[src/rtl/dmem_arbiter_if.sv]
// Bus bundle between the two data-memory requesters (m0 core LSU, m1 loader),
// the arbiter and the memory dmem port. WORD_LEN sets data/address width.
interface dmem_arbiter_if #(
  parameter int WORD_LEN = 32
);
  logic                m0_req;
  logic                m0_we;
  logic [WORD_LEN-1:0] m0_addr;
  logic [WORD_LEN-1:0] m0_wdata;
  logic                m0_gnt;
  logic                m0_rvalid;
  logic [WORD_LEN-1:0] m0_rdata;

  logic                m1_req;
  logic                m1_we;
  logic [WORD_LEN-1:0] m1_addr;
  logic [WORD_LEN-1:0] m1_wdata;
  logic [4:0]          m1_len;
  logic                m1_gnt;
  logic                m1_rvalid;
  logic [WORD_LEN-1:0] m1_rdata;

  logic [WORD_LEN-1:0] mem_addr;
  logic                mem_wen;
  logic [WORD_LEN-1:0] mem_wdata;
  logic [WORD_LEN-1:0] mem_rdata;

  logic                busy;

  // Arbiter view.
  modport slave (
    input  m0_req, m0_we, m0_addr, m0_wdata,
    output m0_gnt, m0_rvalid, m0_rdata,
    input  m1_req, m1_we, m1_addr, m1_wdata, m1_len,
    output m1_gnt, m1_rvalid, m1_rdata,
    output mem_addr, mem_wen, mem_wdata,
    input  mem_rdata,
    output busy
  );

  // Environment view: requesters plus the memory returning read data.
  modport master (
    output m0_req, m0_we, m0_addr, m0_wdata,
    input  m0_gnt, m0_rvalid, m0_rdata,
    output m1_req, m1_we, m1_addr, m1_wdata, m1_len,
    input  m1_gnt, m1_rvalid, m1_rdata,
    input  mem_addr, mem_wen, mem_wdata,
    output mem_rdata,
    input  busy
  );
endinterface

[src/rtl/dmem_arbiter.sv]
// Two-requester arbiter for the unified memory data port with locked m1 bursts.
// Define DMEM_ARB_RR_EN for round-robin IDLE arbitration (default: fixed m0 > m1).
module dmem_arbiter #(
  parameter int MAX_BURST = 16
) (
  input  logic          clk,
  input  logic          rst_n,
  dmem_arbiter_if.slave bus
);

  localparam int CW = $clog2(MAX_BURST) + 1;

  typedef enum logic {IDLE, BURST} state_t;

  state_t        state_reg;
  logic [CW-1:0] cnt_reg;
  logic          busy_reg;
  logic          m0_rvalid_reg;
  logic          m1_rvalid_reg;

  logic          m0_gnt;
  logic          m1_gnt;
  logic          m0_pri;
  logic [CW-1:0] eff_len;

  // A zero length still moves one word; oversize requests are clamped.
  always_comb begin
    if (bus.m1_len == 5'd0)
      eff_len = CW'(1);
    else if (int'(bus.m1_len) > MAX_BURST)
      eff_len = CW'(MAX_BURST);
    else
      eff_len = CW'(bus.m1_len);
  end

`ifdef DMEM_ARB_RR_EN
  logic last_gnt_reg;  // 1 = m1 was granted most recently

  always_ff @(posedge clk or negedge rst_n) begin
    if (!rst_n)
      last_gnt_reg <= 1'b1;
    else if (m0_gnt)
      last_gnt_reg <= 1'b0;
    else if (m1_gnt)
      last_gnt_reg <= 1'b1;
  end

  assign m0_pri = last_gnt_reg;
`else
  assign m0_pri = 1'b1;
`endif

  // Grants are gated by rst_n so they drop in the same cycle reset asserts.
  always_comb begin
    m0_gnt = 1'b0;
    m1_gnt = 1'b0;
    if (rst_n) begin
      case (state_reg)
        IDLE: begin
          m0_gnt = bus.m0_req && (!bus.m1_req || m0_pri);
          m1_gnt = bus.m1_req && !(bus.m0_req && m0_pri);
        end
        BURST: begin
          m1_gnt = bus.m1_req;
        end
        default: begin
          m0_gnt = 1'b0;
          m1_gnt = 1'b0;
        end
      endcase
    end
  end

  always_ff @(posedge clk or negedge rst_n) begin
    if (!rst_n) begin
      state_reg     <= IDLE;
      cnt_reg       <= '0;
      busy_reg      <= 1'b0;
      m0_rvalid_reg <= 1'b0;
      m1_rvalid_reg <= 1'b0;
    end else begin
      // Memory read latency is one cycle, so the tag is simply the delayed grant.
      m0_rvalid_reg <= m0_gnt && !bus.m0_we;
      m1_rvalid_reg <= m1_gnt && !bus.m1_we;
      case (state_reg)
        IDLE: begin
          if (m1_gnt && (eff_len > CW'(1))) begin
            state_reg <= BURST;
            cnt_reg   <= eff_len - CW'(1);
            busy_reg  <= 1'b1;
          end
        end
        BURST: begin
          if (!bus.m1_req || (cnt_reg == CW'(1))) begin
            state_reg <= IDLE;
            cnt_reg   <= '0;
            busy_reg  <= 1'b0;
          end else begin
            cnt_reg <= cnt_reg - CW'(1);
          end
        end
        default: begin
          state_reg <= IDLE;
          cnt_reg   <= '0;
          busy_reg  <= 1'b0;
        end
      endcase
    end
  end

  assign bus.mem_addr  = m1_gnt ? bus.m1_addr  : bus.m0_addr;
  assign bus.mem_wdata = m1_gnt ? bus.m1_wdata : bus.m0_wdata;
  assign bus.mem_wen   = (m0_gnt && bus.m0_we) || (m1_gnt && bus.m1_we);

  assign bus.m0_gnt    = m0_gnt;
  assign bus.m1_gnt    = m1_gnt;
  assign bus.m0_rvalid = m0_rvalid_reg;
  assign bus.m1_rvalid = m1_rvalid_reg;
  assign bus.m0_rdata  = bus.mem_rdata;
  assign bus.m1_rdata  = bus.mem_rdata;
  assign bus.busy      = busy_reg;

endmodule

[src/flat_wrapper.sv]
// flat-port wrapper written by rule: the top's interface ports become plain ports
module dmem_arbiter_flat 
#(
  parameter int MAX_BURST = 16
)
  (clk, rst_n, bus_m0_req, bus_m0_we, bus_m0_addr, bus_m0_wdata, bus_m0_gnt, bus_m0_rvalid, bus_m0_rdata, bus_m1_req, bus_m1_we, bus_m1_addr, bus_m1_wdata, bus_m1_len, bus_m1_gnt, bus_m1_rvalid, bus_m1_rdata, bus_mem_addr, bus_mem_wen, bus_mem_wdata, bus_mem_rdata, bus_busy);
  dmem_arbiter_if #(.WORD_LEN(32)) bus_i ();
  input  logic clk;
  input  logic rst_n;
  input wire logic [$bits(bus_i.m0_req)-1:0] bus_m0_req;
  input wire logic [$bits(bus_i.m0_we)-1:0] bus_m0_we;
  input wire logic [$bits(bus_i.m0_addr)-1:0] bus_m0_addr;
  input wire logic [$bits(bus_i.m0_wdata)-1:0] bus_m0_wdata;
  output wire logic [$bits(bus_i.m0_gnt)-1:0] bus_m0_gnt;
  output wire logic [$bits(bus_i.m0_rvalid)-1:0] bus_m0_rvalid;
  output wire logic [$bits(bus_i.m0_rdata)-1:0] bus_m0_rdata;
  input wire logic [$bits(bus_i.m1_req)-1:0] bus_m1_req;
  input wire logic [$bits(bus_i.m1_we)-1:0] bus_m1_we;
  input wire logic [$bits(bus_i.m1_addr)-1:0] bus_m1_addr;
  input wire logic [$bits(bus_i.m1_wdata)-1:0] bus_m1_wdata;
  input wire logic [$bits(bus_i.m1_len)-1:0] bus_m1_len;
  output wire logic [$bits(bus_i.m1_gnt)-1:0] bus_m1_gnt;
  output wire logic [$bits(bus_i.m1_rvalid)-1:0] bus_m1_rvalid;
  output wire logic [$bits(bus_i.m1_rdata)-1:0] bus_m1_rdata;
  output wire logic [$bits(bus_i.mem_addr)-1:0] bus_mem_addr;
  output wire logic [$bits(bus_i.mem_wen)-1:0] bus_mem_wen;
  output wire logic [$bits(bus_i.mem_wdata)-1:0] bus_mem_wdata;
  input wire logic [$bits(bus_i.mem_rdata)-1:0] bus_mem_rdata;
  output wire logic [$bits(bus_i.busy)-1:0] bus_busy;
  assign bus_i.m0_req = bus_m0_req;
  assign bus_i.m0_we = bus_m0_we;
  assign bus_i.m0_addr = bus_m0_addr;
  assign bus_i.m0_wdata = bus_m0_wdata;
  assign bus_m0_gnt = bus_i.m0_gnt;
  assign bus_m0_rvalid = bus_i.m0_rvalid;
  assign bus_m0_rdata = bus_i.m0_rdata;
  assign bus_i.m1_req = bus_m1_req;
  assign bus_i.m1_we = bus_m1_we;
  assign bus_i.m1_addr = bus_m1_addr;
  assign bus_i.m1_wdata = bus_m1_wdata;
  assign bus_i.m1_len = bus_m1_len;
  assign bus_m1_gnt = bus_i.m1_gnt;
  assign bus_m1_rvalid = bus_i.m1_rvalid;
  assign bus_m1_rdata = bus_i.m1_rdata;
  assign bus_mem_addr = bus_i.mem_addr;
  assign bus_mem_wen = bus_i.mem_wen;
  assign bus_mem_wdata = bus_i.mem_wdata;
  assign bus_i.mem_rdata = bus_mem_rdata;
  assign bus_busy = bus_i.busy;
  dmem_arbiter #(.MAX_BURST(MAX_BURST)) u_core (.clk(clk), .rst_n(rst_n), .bus(bus_i));
endmodule
[config.mk]
export PLATFORM = sky130hd
export DESIGN_NAME = dmem_arbiter_flat
export DESIGN_NICKNAME = d
export VERILOG_FILES = /design/src/rtl/dmem_arbiter_if.sv /design/src/rtl/dmem_arbiter.sv /design/src/flat_wrapper.sv
export SDC_FILE = /design/constraint.sdc
export NUM_CORES = 1
export LEC_CHECK = 0
export CAP_MARGIN = 20
export CORE_AREA = 5 5 115 117
export CTS_CLUSTER_SIZE = 40
export DETAILED_ROUTE_END_ITERATION = 8
export DIE_AREA = 0 0 120 122
export GPL_ROUTABILITY_DRIVEN = 0
export REMOVE_ABC_BUFFERS = 1
export SLEW_MARGIN = 10
export SYNTH_ARGS = -nofsm -noshare
export SYNTH_HDL_FRONTEND = slang
export SYNTH_SLANG_ARGS = --single-unit
[constraint.sdc]
create_clock -name clk -period 1.7 [get_ports clk]
set_input_delay 0.255 -clock clk [delete_from_list [all_inputs] [get_ports clk]]
set_output_delay 0.255 -clock clk [all_outputs]
set_load 0.02 [all_outputs]
==> qor.yml, run 1 <==
top_level_ports: 305
synth.top_cell.area_share_pct: 38.9
critPathBufInv: 5
setup_violations: 59
period_minus_slack_ns: 1.82
gr-usage-all-layers_pct: 16.2
slowest_stage: "dfrtp_1"
worst_path_dominant_cell_family: "buffers and inverters"
final_layout_size_suffix_gt1_share_pct: 47.2
vias: 2877
rsz0062_at_grt: "true"
seq_area_frac_synth_pct: 12.1
p_int_mw: 1.54
synthTopCellsByArea: "nand2_1, buf_4, dfrtp_1"
post_drt_wl_per_cell_um: 20.2
path_clk_slew_ns: 0.04
share_comb_of_total_power_pct: 69.7
postSynthAreaPerCell_um2: 5.59
fin_skew_ns: 0.000706
diodes: 0
largest_register_ffs: 5
worst_pin_slew_ns: 0.308
die_width_um: 120
slew_headroom_pct: 79.4
cts_buffers: 3
ys_ff_latch: 9
hp-class: "input pin to asynchronous set/reset pin"
slew_violations: 0
crit_start: "u_core.state_reg"
layout_common_cells: "clkdlybuf4s50_1, nand2_1, buf_6, nand2_2, nand2_4"
p_clk_share_pct: 17.0
cts-root-buf: "clkbuf_16"
cts_sinks: 9
cts-hold-fix-buffers: 0
finalNonFillerCells: 659
grt_pass1_vias: 2994
ant_nets: 0
crit_end: "bus_mem_wdata[2]"
holdWs_ns: 0.159
violations: "setup timing"
die_h_um: 122
drt_iter0_drc: 104
slowest_delay_ns: 0.37
placed_cells: 630
synth_cell_type_count: 32
rr_startpoint: "u_core.state_reg"
coreArea_mm2: 0.0123
crit_fanout: 7
first_pass_iters: 4
path_class: "flip-flop to output pin"
swShare_pct: 37.3
tritoncts: "yes"
via_per_inst: 4.37
nNetsFinal: 685
htree_levels: 1
postLayoutCellArea_mm2: 0.00497
ir_drop_uv: 311
start_util_pct: 15.2
power_switching_uw: 918
overflow: 0
max_clock_freq_mhz: 551
seqPwrFrac_pct: 13.3
reg2reg_to: "u_core.cnt_reg[0]"
end_kind: "output pin"
status: "finished, violations left"
dpl-instance-area_mm2: 0.00376
crit_chain: "nand2b_4 -> nand3_4 -> buf_12 -> inv_16 -> buf_16 -> buf_12 -> nand2_2 -> nand2_2 -> buf_6"
rows: 41
syn_area_mm2: 0.00186
r2r_slack_ns: -0.09
die-area_mm2: 0.0146
yosysWarnings: 0
antenna_found_initial: 0
portBuffers: 208
critPathRequiredTime_ns: 1.44
p_leak_nw: 2.32
drv_cap: 0
finalWirelength_um: 13300
clk_path_buf_depth: 2
grt_pass1_wl_um: 18100
finalCritPeriodShare_pct: 107
p_per_area_mw_per_mm2: 495
r2r_cells: 9
hold_viol_final: 0
postSynthCellCount: 333
tns_ns: -2.32
synth.largest_area_cell: "nand2_1"
remaining_drc_errors: 0
clk_latency_ns: 0.23
final_util_pct: 40.5
crit_cells: 9
grt_max_degree: 23
critical_path_arrival_ns: 1.56
layout_commonest_cell: "clkdlybuf4s50_1"
setup_ws_ns: -0.115
synthToLayoutAreaGrowth_pct: 167
start_kind: "flip-flop"
dp_hpwl_um: 9030
final cells by class:
class | count | area [µm²]
Tap cell | 150 | 188
Timing Repair Buffer | 251 | 2780
Multi-Input combinational cell | 238 | 1660
Fill cell | 1203 | 7290
Inverter | 7 | 42.5
Sequential cell | 9 | 225
Clock buffer | 4 | 78.8
power by group through the flow:
stage	Clock, mW	Combinational, mW	Sequential [mW]
floorplan	0	0.512	0.330
global placement	0	1.30	0.318
detailed placement	0	1.31	0.319
CTS	0.420	1.61	0.321
finish	0.418	1.71	0.328
global route	0.433	1.82	0.336
cells in the mapped netlist, drive strengths merged:
cell,count
xnor2,1
o22ai,2
nor3,4
mux2i,1
nand3b,1
dfrtp,9
nor2b,1
or3,1
a22o,4
nand2,193
buf,72
nor2,3
clkbuf,7
nor4b,1
ha,4
nor3b,1
a2bb2oi,1
or4b,1
inv,7
a21oi,3
o21ai,3
o311a,1
o21bai,1
nand2b,6
a41o,1
and3,1
o32ai,1
nand3,1
a221o,1
how the worst min path moves through the flow:
stage | endpoint | startpoint | slack, ns | cells after the start
finish | u_core.cnt_reg[2] | rst_n | 0.16 | 2
global route | u_core.state_reg | rst_n | 0.20 | 2
CTS | u_core.state_reg | rst_n | 0.16 | 2
detailed placement | bus_m1_rdata[3] | bus_mem_rdata[3] | 0.51 | 0
global placement | bus_m1_rdata[3] | bus_mem_rdata[3] | 0.51 | 0
floorplan | u_core.bus.busy | rst_n | -0.04 | 0
worst register-to-register path, stage by stage (launching register included):
cell	delay (ns)
dfrtp_1	0.37
nand2b_4	0.15
nand3_4	0.09
buf_12	0.13
inv_16	0.05
buf_16	0.15
buf_12	0.14
buf_4	0.13
and3_4	0.16
a221o_1	0.30
kinds of logic after synthesis:
family / after synthesis / synth area share [%]
multiplexers: 1 / 0.537
AO/OA/AOI/OAI: 18 / 7.32
XOR/XNOR: 1 / 0.470
adder cells (fa/ha/maj): 4 / 2.69
buffers and inverters: 86 / 30.8
AND/OR/NAND/NOR: 214 / 46.1
flip-flops: 9 / 12.1
what timing repair did:
action                                  4_1_cts  5_1_grt
endpoints found under the setup margin       74       73
hold endpoints to repair                      0        0
gates resized for setup                     522       97
buffers inserted                             15        1
cloned                                       10        1
pin swaps                                    62       38
through the flow:
stage	power [mW]	setup WS, ns
2_1_floorplan	0.842	-1.86
3_3_place_gp	1.62	-0.612
3_5_place_dp	1.63	-0.648
4_1_cts	2.36	-0.112
5_1_grt	2.59	-0.185
6_report	2.46	-0.115
metal layers:
metal / share of wire [%] / vias up / global-route usage, %
li1: - / 1326 / -
met1: 37 / 1318 / 17.8
met2: 48 / 221 / 26.6
met3: 14 / 10 / 10.6
met4: 0.91 / 2 / 1.65
met5: 0.32 / - / 6.60
No activity file was read; power rests on OpenSTA's default activity.
==> run 2, diff against run 1 <==
- GPL_TIMING_DRIVEN: default -> 0
==> run 2 against run 1 <==
Compared with the run above:
- the run still ends with setup timing left
- fmax fell by 6.5%
- first-iteration DRC count down 13%
- global-route usage rose by 0.062 points
- combinational power fell by 8%
- hold slack gained 0.26 ns
- clock-buffer cell count is the same
- power down 5.5%
- routed wire length is 0.43% lower
- sequential power rose by 2%
- utilization down 3.4 points
- cell count shrank 0.61%
- via count decreased by 1.5%
- highest routed layer unchanged
==> qor.yml, run 2 (synthesis results as in run 1) <==
die_h_um: 122
r2r_slack_ns: 0.07
max_clock_freq_mhz: 515
htree_levels: 1
min-delay-start: "rst_n"
cts_buffers: 3
r2r_cells: 7
grt_pass1_wl_um: 18000
largest_register_ffs: 5
via_per_inst: 4.33
worst_pin_slew_ns: 0.444
layout_common_cells: "nand2_1, clkdlybuf4s50_1, buf_6, nand2_2, buf_4"
critical_path_arrival_ns: 1.69
drt_iter0_drc: 91
ir_drop_uv: 269
wl_met3_um: 1950
rr_startpoint: "u_core.cnt_reg[1]"
dp_hpwl_um: 8820
violations: "setup timing"
wl_met2_um: 6200
grt_pass1_vias: 2872
crit_fanout: 5
path_class: "flip-flop to output pin"
cts_sinks: 9
clk_latency_ns: 0.23
setup_violations: 68
finalCritPeriodShare_pct: 114
post_drt_wl_per_cell_um: 20.3
end_kind: "output pin"
finalPower_mw: 2.33
reg2reg_to: "u_core.cnt_reg[0]"
p_clk_share_pct: 17.8
crit_start: "u_core.state_reg"
coreArea_mm2: 0.0123
grt_max_degree: 24
fin_skew_ns: 0.00279
start_util_pct: 15.2
wl_met1_um: 5040
overflow: 0
hp-class: "input pin to flip-flop"
first_pass_iters: 4
finalWirelength_um: 13300
rows: 41
antenna_found_initial: 0
diodes: 0
gr-usage-all-layers_pct: 16.3
swShare_pct: 37.4
remaining_drc_errors: 0
die_width_um: 120
tns_ns: -8.83
rsz0062_at_grt: "true"
seqPwrFrac_pct: 14.4
top_level_ports: 305
p_int_mw: 1.46
worstHoldEndpoint: "u_core.bus.m0_rvalid"
start_kind: "flip-flop"
critPathRequiredTime_ns: 1.44
setup_ws_ns: -0.240
final_util_pct: 37.1
route.top_layer_used: "met5"
clk_path_buf_depth: 2
drv_cap: 0
die-area_mm2: 0.0146
final_layout_size_suffix_gt1_share_pct: 37.0
hold_viol_final: 0
path_clk_slew_ns: 0.04
vias: 2833
p_leak_nw: 2.15
slew_violations: 0
portBuffers: 208
hold_depth: 3
p_per_area_mw_per_mm2: 512
holdWs_ns: 0.420
share_comb_of_total_power_pct: 67.7
ant_nets: 0
nNetsFinal: 681
tritoncts: "yes"
power_switching_uw: 871
synthToLayoutAreaGrowth_pct: 144
status: "finished, violations left"
cts-root-buf: "clkbuf_16"
dpl-instance-area_mm2: 0.00362
postLayoutCellArea_mm2: 0.00455
slew_headroom_pct: 70.3
period_minus_slack_ns: 1.94
## run 2: changes by cell type in the layout (fill, tap and decap cells not counted), sizes merged
| cell | previous run | this run |
|---|---|---|
| buf | 111 | 104 |
| nand3 | 1 | 4 |
| dlygate4sd2 | 5 | 3 |
| clkbuf | 6 | 5 |
| clkdlybuf4s15 | 0 | 1 |
| dlygate4sd3 | 0 | 1 |
| inv | 7 | 8 |
## run 2: timing repair
item	4_1_cts	5_1_grt
pin swaps	20	31
setup endpoints to repair	75	72
hold endpoints to repair	9	0
setup buffers	23	8
gates resized for setup	469	69
hold buffers	1	0
cloned	6	1
## run 2: cell type report
type	instances	area, µm²
flip-flops and latches	9	226
well taps	150	188
fillers	1268	7710
inverters	7	42.5
repair inverters	1	11.3
multi-input cells	241	1410
clock buffers	4	78.8
repair buffers	243	2590
## run 2: power groups by stage
stage | clock (mW) | combinational (mW) | sequential, mW
6_report | 0.415 | 1.58 | 0.335
5_1_grt | 0.439 | 1.68 | 0.344
4_1_cts | 0.426 | 1.48 | 0.325
3_5_place_dp | 0 | 1.23 | 0.332
3_3_place_gp | 0 | 1.22 | 0.332
2_1_floorplan | 0 | 0.512 | 0.330
## run 2: how the worst max path moves through the flow
stage	to	slack, ns	cells past startpoint
finish	bus_mem_wen	-0.24	8
global route	bus_mem_wen	-0.28	8
CTS	bus_mem_wen	-0.29	8
detailed placement	bus_mem_wdata[9]	-2.21	7
global placement	bus_mem_addr[5]	-4.36	6
floorplan	u_core.cnt_reg[0]	-1.86	5
## run 2: stage by stage
stage | setup slack [ns] | cells
floorplan | -1.86 | 254
global placement | -4.36 | 612
detailed placement | -2.21 | 613
CTS | -0.291 | 647
global route | -0.276 | 655
finish | -0.240 | 655
## run 2: worst max-delay path: stages (launching register included)
cell and delay (ns):
dfrtp_2 0.41, nand2b_4 0.18, nand3_4 0.10, buf_12 0.13, inv_16 0.05, buf_8 0.13
buf_6 0.12, a22o_1 0.21, buf_6 0.13
## run 2: metal layers
layer	track usage (%)	vias to the layer above
met1	18.4	1306
met5	6.94	-
met4	1.72	2
met2	25.4	201
li1	-	1318
met3	11.4	6
==> patch 1: new RTL, flow settings as in run 1 <==
`MAX_BURST` is set to 16 in 2 places; all go to 32.
--- a/src/rtl/dmem_arbiter.sv
+++ b/src/rtl/dmem_arbiter.sv
@@ -2,5 +2,5 @@
 // Define DMEM_ARB_RR_EN for round-robin IDLE arbitration (default: fixed m0 > m1).
 module dmem_arbiter #(
-  parameter int MAX_BURST = 16
+  parameter int MAX_BURST = 32
 ) (
   input  logic          clk,
--- a/src/flat_wrapper.sv
+++ b/src/flat_wrapper.sv
@@ -2,5 +2,5 @@
 module dmem_arbiter_flat 
 #(
-  parameter int MAX_BURST = 16
+  parameter int MAX_BURST = 32
 )
   (clk, rst_n, bus_m0_req, bus_m0_we, bus_m0_addr, bus_m0_wdata, bus_m0_gnt, bus_m0_rvalid, bus_m0_rdata, bus_m1_req, bus_m1_we, bus_m1_addr, bus_m1_wdata, bus_m1_len, bus_m1_gnt, bus_m1_rvalid, bus_m1_rdata, bus_mem_addr, bus_mem_wen, bus_mem_wdata, bus_mem_rdata, bus_busy);
Check against the original RTL: no difference found for any inputs over 10 cycles, from zero or initial values and one cycle with rst_n low; that may be too few to reach the edited logic, so the function may still have changed.
==> patch 1 against run 1 <==
The run still ends with negative setup slack left; critical path type unchanged; wire length down 5.3%; synthesized area up 1.9%; total power is 2.0% lower; largest power group unchanged; final cell count shrank 21%; clock power decreased by 4%; design area decreased by 16%; sequential cell count is 1 higher; highest routed layer unchanged; register-to-register slack better by 0.39 ns; worst setup slack worse by 0.19 ns.
==> patch 1: results (changes against run 1) <==
STA
  – Final worst slack: -0.310 ns (was -0.115 ns)
  – Setup_tns: -16.08 ns (was -2.32 ns)
  – Clock skew: 0.00378 ns (was 0.000706 ns)
  – Worst slew pin tran: 0.252 ns (was 0.308 ns)
  – Final setup viols: 65 (was 59)

Critical path
  – Max incr delay on CP: 0.34 ns (was 0.37 ns)
  – Worst EP arrival: 1.76 ns (was 1.56 ns)
  – Max FO, Critical Path: 10 (was 7)

GRT
  – Total GRT Usage: 16.1% (was 16.2%)
  – Vias in the first global route: 2,539 (was 2,994)
  – Met3 usage: 14.4% (was 10.6%)
  – Initial antenna violation count: 1 (was 0)
  – Largest net degree at the start of global routing: 16 (was 23)
  – Global-route wire length before repair: 16,900 µm (was 18,100 µm)
  – GR Util met1: 18.9% (was 17.8%)
  – Met2 Use GR: 21.8% (was 26.6%)

Detailed routing
  – DR WL/cell: 24.2 µm (was 20.2 µm)
  – Iter 0 DRT Violations: 56 (was 104)
  – Wire length on met3: 2440 µm (was 1890 µm)
  – Drt first pass iters: 5 (was 4)
  – Wire length on met1: 5000 µm (was 4930 µm)
  – Met2 WL post-DR: 5030 µm (was 6340 µm)

Place
  – Placed cells: 502 (was 630)
  – Placed cell area: 3730 µm² (was 3760 µm²)
  – Placement Setup Slack: -0.819 ns (was -0.648 ns)
  – Hpwl dp: 10,800 µm (was 9030 µm)

Finish
  – Fillers: 1,241 (was 1,203)
  – Largest register FFs: 6 (was 5)
  – Nets: 548 (was 685)
  – Post-Layout Cell Count: 521 (was 659)
  – Layout cells sized above 1: 47.4% (was 47.2%)

Logic synthesis
  – Sequential fraction of the synthesis area: 13.2% (was 12.1%)
  – Commonest cells in the netlist: buf_4 (67), mux2_2 (65), dfrtp_1 (10) (was nand2_1 (193), buf_4 (64), dfrtp_1 (9))
  – Most area-consuming cells after synthesis: mux2_2 (39%), buf_4 (26%), dfrtp_1 (13%) (was nand2_1 (39%), buf_4 (26%), dfrtp_1 (12%))
  – Post-synthesis cell type count: 29 (was 32)
  – Post-Synthesis Cells: 204 (was 333)

Run status
  – Status: complete, but fails checks (unchanged)
  – Failing checks: negative setup slack (unchanged)

Power and ir drop
  – Pleak: 1.81 nW (was 2.32 nW)
  – Max rail drop VDD: 0.213 mV (was 0.311 mV)
[patch 1: cell families (layout without fill, tap and decap cells)]
family	after synthesis	count (layout)	synth area share [%]
xor+xnor	6	6	2.77
simple gates	20	20	5.27
compound gates	12	12	4.55
fa+ha+maj	4	4	2.64
buf+inv	82	249	30.1
flops	10	10	13.2
mux	70	70	41.5
[patch 1: power breakdown]
part           total, mW  switching (mW)  internal, mW
Clock              0.400          0.0959         0.304
Combinational       1.62           0.676         0.944
Sequential         0.391          0.0709         0.320
Total               2.41           0.843          1.57
[patch 1: area by class of cell]
cell class | instances | area [µm²] | share of cell area [%]
Timing Repair Buffer | 238 | 2380 | 56.9
Multi-Input combinational cell | 112 | 1260 | 30.2
Sequential cell | 10 | 250 | 5.97
Tap cell | 150 | 188 | 4.48
Clock buffer | 3 | 75.1 | 1.79
Inverter | 8 | 30.0 | 0.717
[patch 1: critical path: cells and delay by family, from the launching register on]
kind / cells / cell delay, ns
and+or+nand+nor: 2 / 0.37
DFF: 1 / 0.34
buffers and inverters: 3 / 0.45
muxes: 1 / 0.34
[patch 1: worst paths after layout]
check | endpoint | slack [ns] | cells past startpoint
worst max-delay path | bus_mem_addr[21] | -0.31 | 6
worst min-delay path | u_core.state_reg | 0.16 | 2
worst max register to register | u_core.cnt_reg[1] | 0.30 | 5
worst min register to register | u_core.bus.busy | 0.51 | 2
max in group asynchronous | u_core.cnt_reg[1] | 1.39 | 2
min in group clk | u_core.bus.busy | 0.51 | 2
[patch 1: repair_timing]
| action | 4_1_cts | 5_1_grt |
|---|---|---|
| gates resized for setup | 332 | 41 |
| setup endpoints to repair | 75 | 74 |
| pin swaps | 7 | 3 |
| cloned | 5 | 0 |
| buffers inserted | 4 | 7 |
==> patch 2: new RTL, settings of run 1 <==
Made on the original files. The option `DMEM_ARB_RR_EN` is turned on by a define.
--- a/src/rtl/dmem_arbiter.sv
+++ b/src/rtl/dmem_arbiter.sv
@@ -1,4 +1,6 @@
 // Two-requester arbiter for the unified memory data port with locked m1 bursts.
 // Define DMEM_ARB_RR_EN for round-robin IDLE arbitration (default: fixed m0 > m1).
+`define DMEM_ARB_RR_EN
+
 module dmem_arbiter #(
   parameter int MAX_BURST = 16
Formal check against the unedited RTL: not equivalent (Yosys sat finds a counterexample within 4 cycles, from zero or initial values and one cycle with rst_n low).
==> patch 2 against run 1 <==
Sequential power up 20%; total power up 20%; the flow still finishes with violations (negative setup slack); design area up 2.9%; synthesized area up 4.5%; critical path type unchanged; register-to-register slack better by 0.19 ns; clock power up 11%; sequential cell count up 1; worst setup slack worse by 0.0089 ns; sequential share of layout area up 0.38 points; largest cell class unchanged; critical path depth down 2; wire length down 2.4%.
==> patch 2: results (changes against run 1) <==
Logic synthesis
  – Asr flop ratio synth: 100% (unchanged)
  – Primary FF master, synth: dfrtp_1 (unchanged)
  – Post-synthesis cell type count: 30 (was 32)
  – Commonest cells in the netlist: nand2_1 (197), buf_4 (64), dfrtp_1 (9) (was nand2_1 (193), buf_4 (64), dfrtp_1 (9))
  – Sequential fraction of the synthesis area: 12.9% (was 12.1%)
  – Most area-consuming cells after synthesis: nand2_1 (38%), buf_4 (25%), dfrtp_1 (12%) (was nand2_1 (39%), buf_4 (26%), dfrtp_1 (12%))

Clock network
  – CTS Buffer Depth: 2 (unchanged)
  – Clock-pin slew on the worst setup and hold paths: 0.04 ns (about the same)
  – Worst-skew pair later-pin latency: 0.24 ns
  – Htree depth: 1 (unchanged)

STA
  – Clock skew: 0.00458 ns (was 0.000706 ns)
  – Final worst slack: -0.124 ns (was -0.115 ns)
  – Final setup viols: 67 (was 59)
  – Worst slew pin tran: 0.348 ns (was 0.308 ns)

Run status
  – Failing checks: negative setup slack (unchanged)
  – Status: complete, but fails checks (unchanged)

Finish
  – Ant. Diodes: 0 (unchanged)
  – Nets: 700 (was 685)
  – Layout cells sized above 1: 46.9% (was 47.2%)
  – Largest register FFs: 5 (unchanged)

GRT
  – Global-route wire length before repair: 17,300 µm (was 18,100 µm)
  – Vias in the first global route: 3,035 (was 2,994)
  – Total GRT Usage: 15.5% (was 16.2%)
  – Largest net degree at the start of global routing: 28 (was 23)

Place
  – Port Buffers: 208 (unchanged)
  – Hpwl dp: 9200 µm (was 9030 µm)
  – Placed cell area: 3880 µm² (was 3760 µm²)

Min path
  – HP Class: in -> async (unchanged)

Detailed routing
  – Vias/cell: 4.33 (was 4.37)
  – DR WL/cell: 19.3 µm (was 20.2 µm)
  – Iter 0 DRT Violations: 81 (was 104)

Power and ir drop
  – Pleak: 2.60 nW (was 2.32 nW)
  – Max rail drop VDD: 0.289 mV (was 0.311 mV)

Critical path
  – Max FO, Critical Path: 6 (was 7)
  – Worst EP arrival: 1.57 ns
patch 2: cell count changes after synthesis, sizes merged, moves of 2 or more:
cell    before  now
nor2         3    8
nand2      193  197
nand2b       6    2
a22o         4    1
nor2b        1    4
o21ai        3    6
a21o         0    2
a21oi        3    5
nor4         0    2
patch 2: final cells by class:
cell class	count	area [µm²]
Clock buffer	4	88.8
Fill cell	1193	7150
Inverter	7	33.8
Multi-Input combinational cell	249	1690
Sequential cell	10	251
Tap cell	150	188
Timing Repair Buffer	254	2870
patch 2: metrics by stage:
step | hold WS (ns) | setup slack (ns) | setup TNS, ns | cells
6_report | 0.0976 | -0.124 | -4.94 | 674
5_1_grt | 0.119 | -0.184 | -9.81 | 674
4_1_cts | 0.103 | -0.129 | -5.46 | 668
3_5_place_dp | 0.510 | -0.746 | -50.31 | 646
3_3_place_gp | 0.510 | -0.719 | -49.00 | 646
2_1_floorplan | -0.0406 | -1.89 | -120.57 | 266
patch 2: path summary, 6_finish.rpt:
path | depth (start not counted) | slack, ns | endpoint | start
max | 7 | -0.12 | bus_mem_wen | u_core.state_reg
min | 2 | 0.1 | u_core.cnt_reg[3] | rst_n
max reg2reg | 6 | 0.10 | u_core.cnt_reg[4] | u_core.cnt_reg[1]
min reg2reg | 2 | 0.53 | u_core.bus.busy | u_core.bus.busy
max in group asynchronous | 2 | 1.38 | u_core.last_gnt_reg | rst_n
min in group clk | 0 | 0.51 | bus_m1_rdata[11] | bus_mem_rdata[11]
patch 2: critical path: stages (launching register included):
cell and delay (ns):
dfrtp_1 0.40, nor2b_4 0.13, a21o_4 0.18, inv_8 0.05, buf_6 0.11, buf_6 0.12, a22o_1 0.21, buf_6 0.13
patch 2: what timing repair did:
item                                    in CTS  in global routing
pin swaps                                   67                 59
gates cloned                                 9                  6
endpoints found under the setup margin      74                 73
resized for setup                          541                 60
endpoints found under the hold margin        0                  0
buffers inserted                             9                  0
patch 2: where the power goes:
| part | switching (mW) | total (mW) | internal, mW |
|---|---|---|---|
| Clock | 0.109 | 0.462 | 0.354 |
| Combinational | 0.958 | 2.09 | 1.13 |
| Sequential | 0.0718 | 0.394 | 0.322 |
patch 2: routing by layer:
| layer | up-vias | routed length [µm] | part of all wire, % | GRT usage [%] |
|---|---|---|---|---|
| met4 | 4 | 112 | 0.86 | 3.01 |
| li1 | 1361 | - | - | - |
| met2 | 206 | 5860 | 45 | 22.9 |
| met1 | 1337 | 5030 | 39 | 17.6 |
| met5 | - | 101 | 0.78 | 9.03 |
| met3 | 13 | 1910 | 15 | 11.5 |
patch 2: cells by family after synthesis:
group | Yosys count | share of synthesized area, %
compound gates | 19 | 7.20
xor+xnor | 1 | 0.450
fa+ha+maj | 4 | 2.57
buf+inv | 86 | 29.4
flops | 10 | 12.9
mux | 1 | 0.514
simple gates | 224 | 46.9
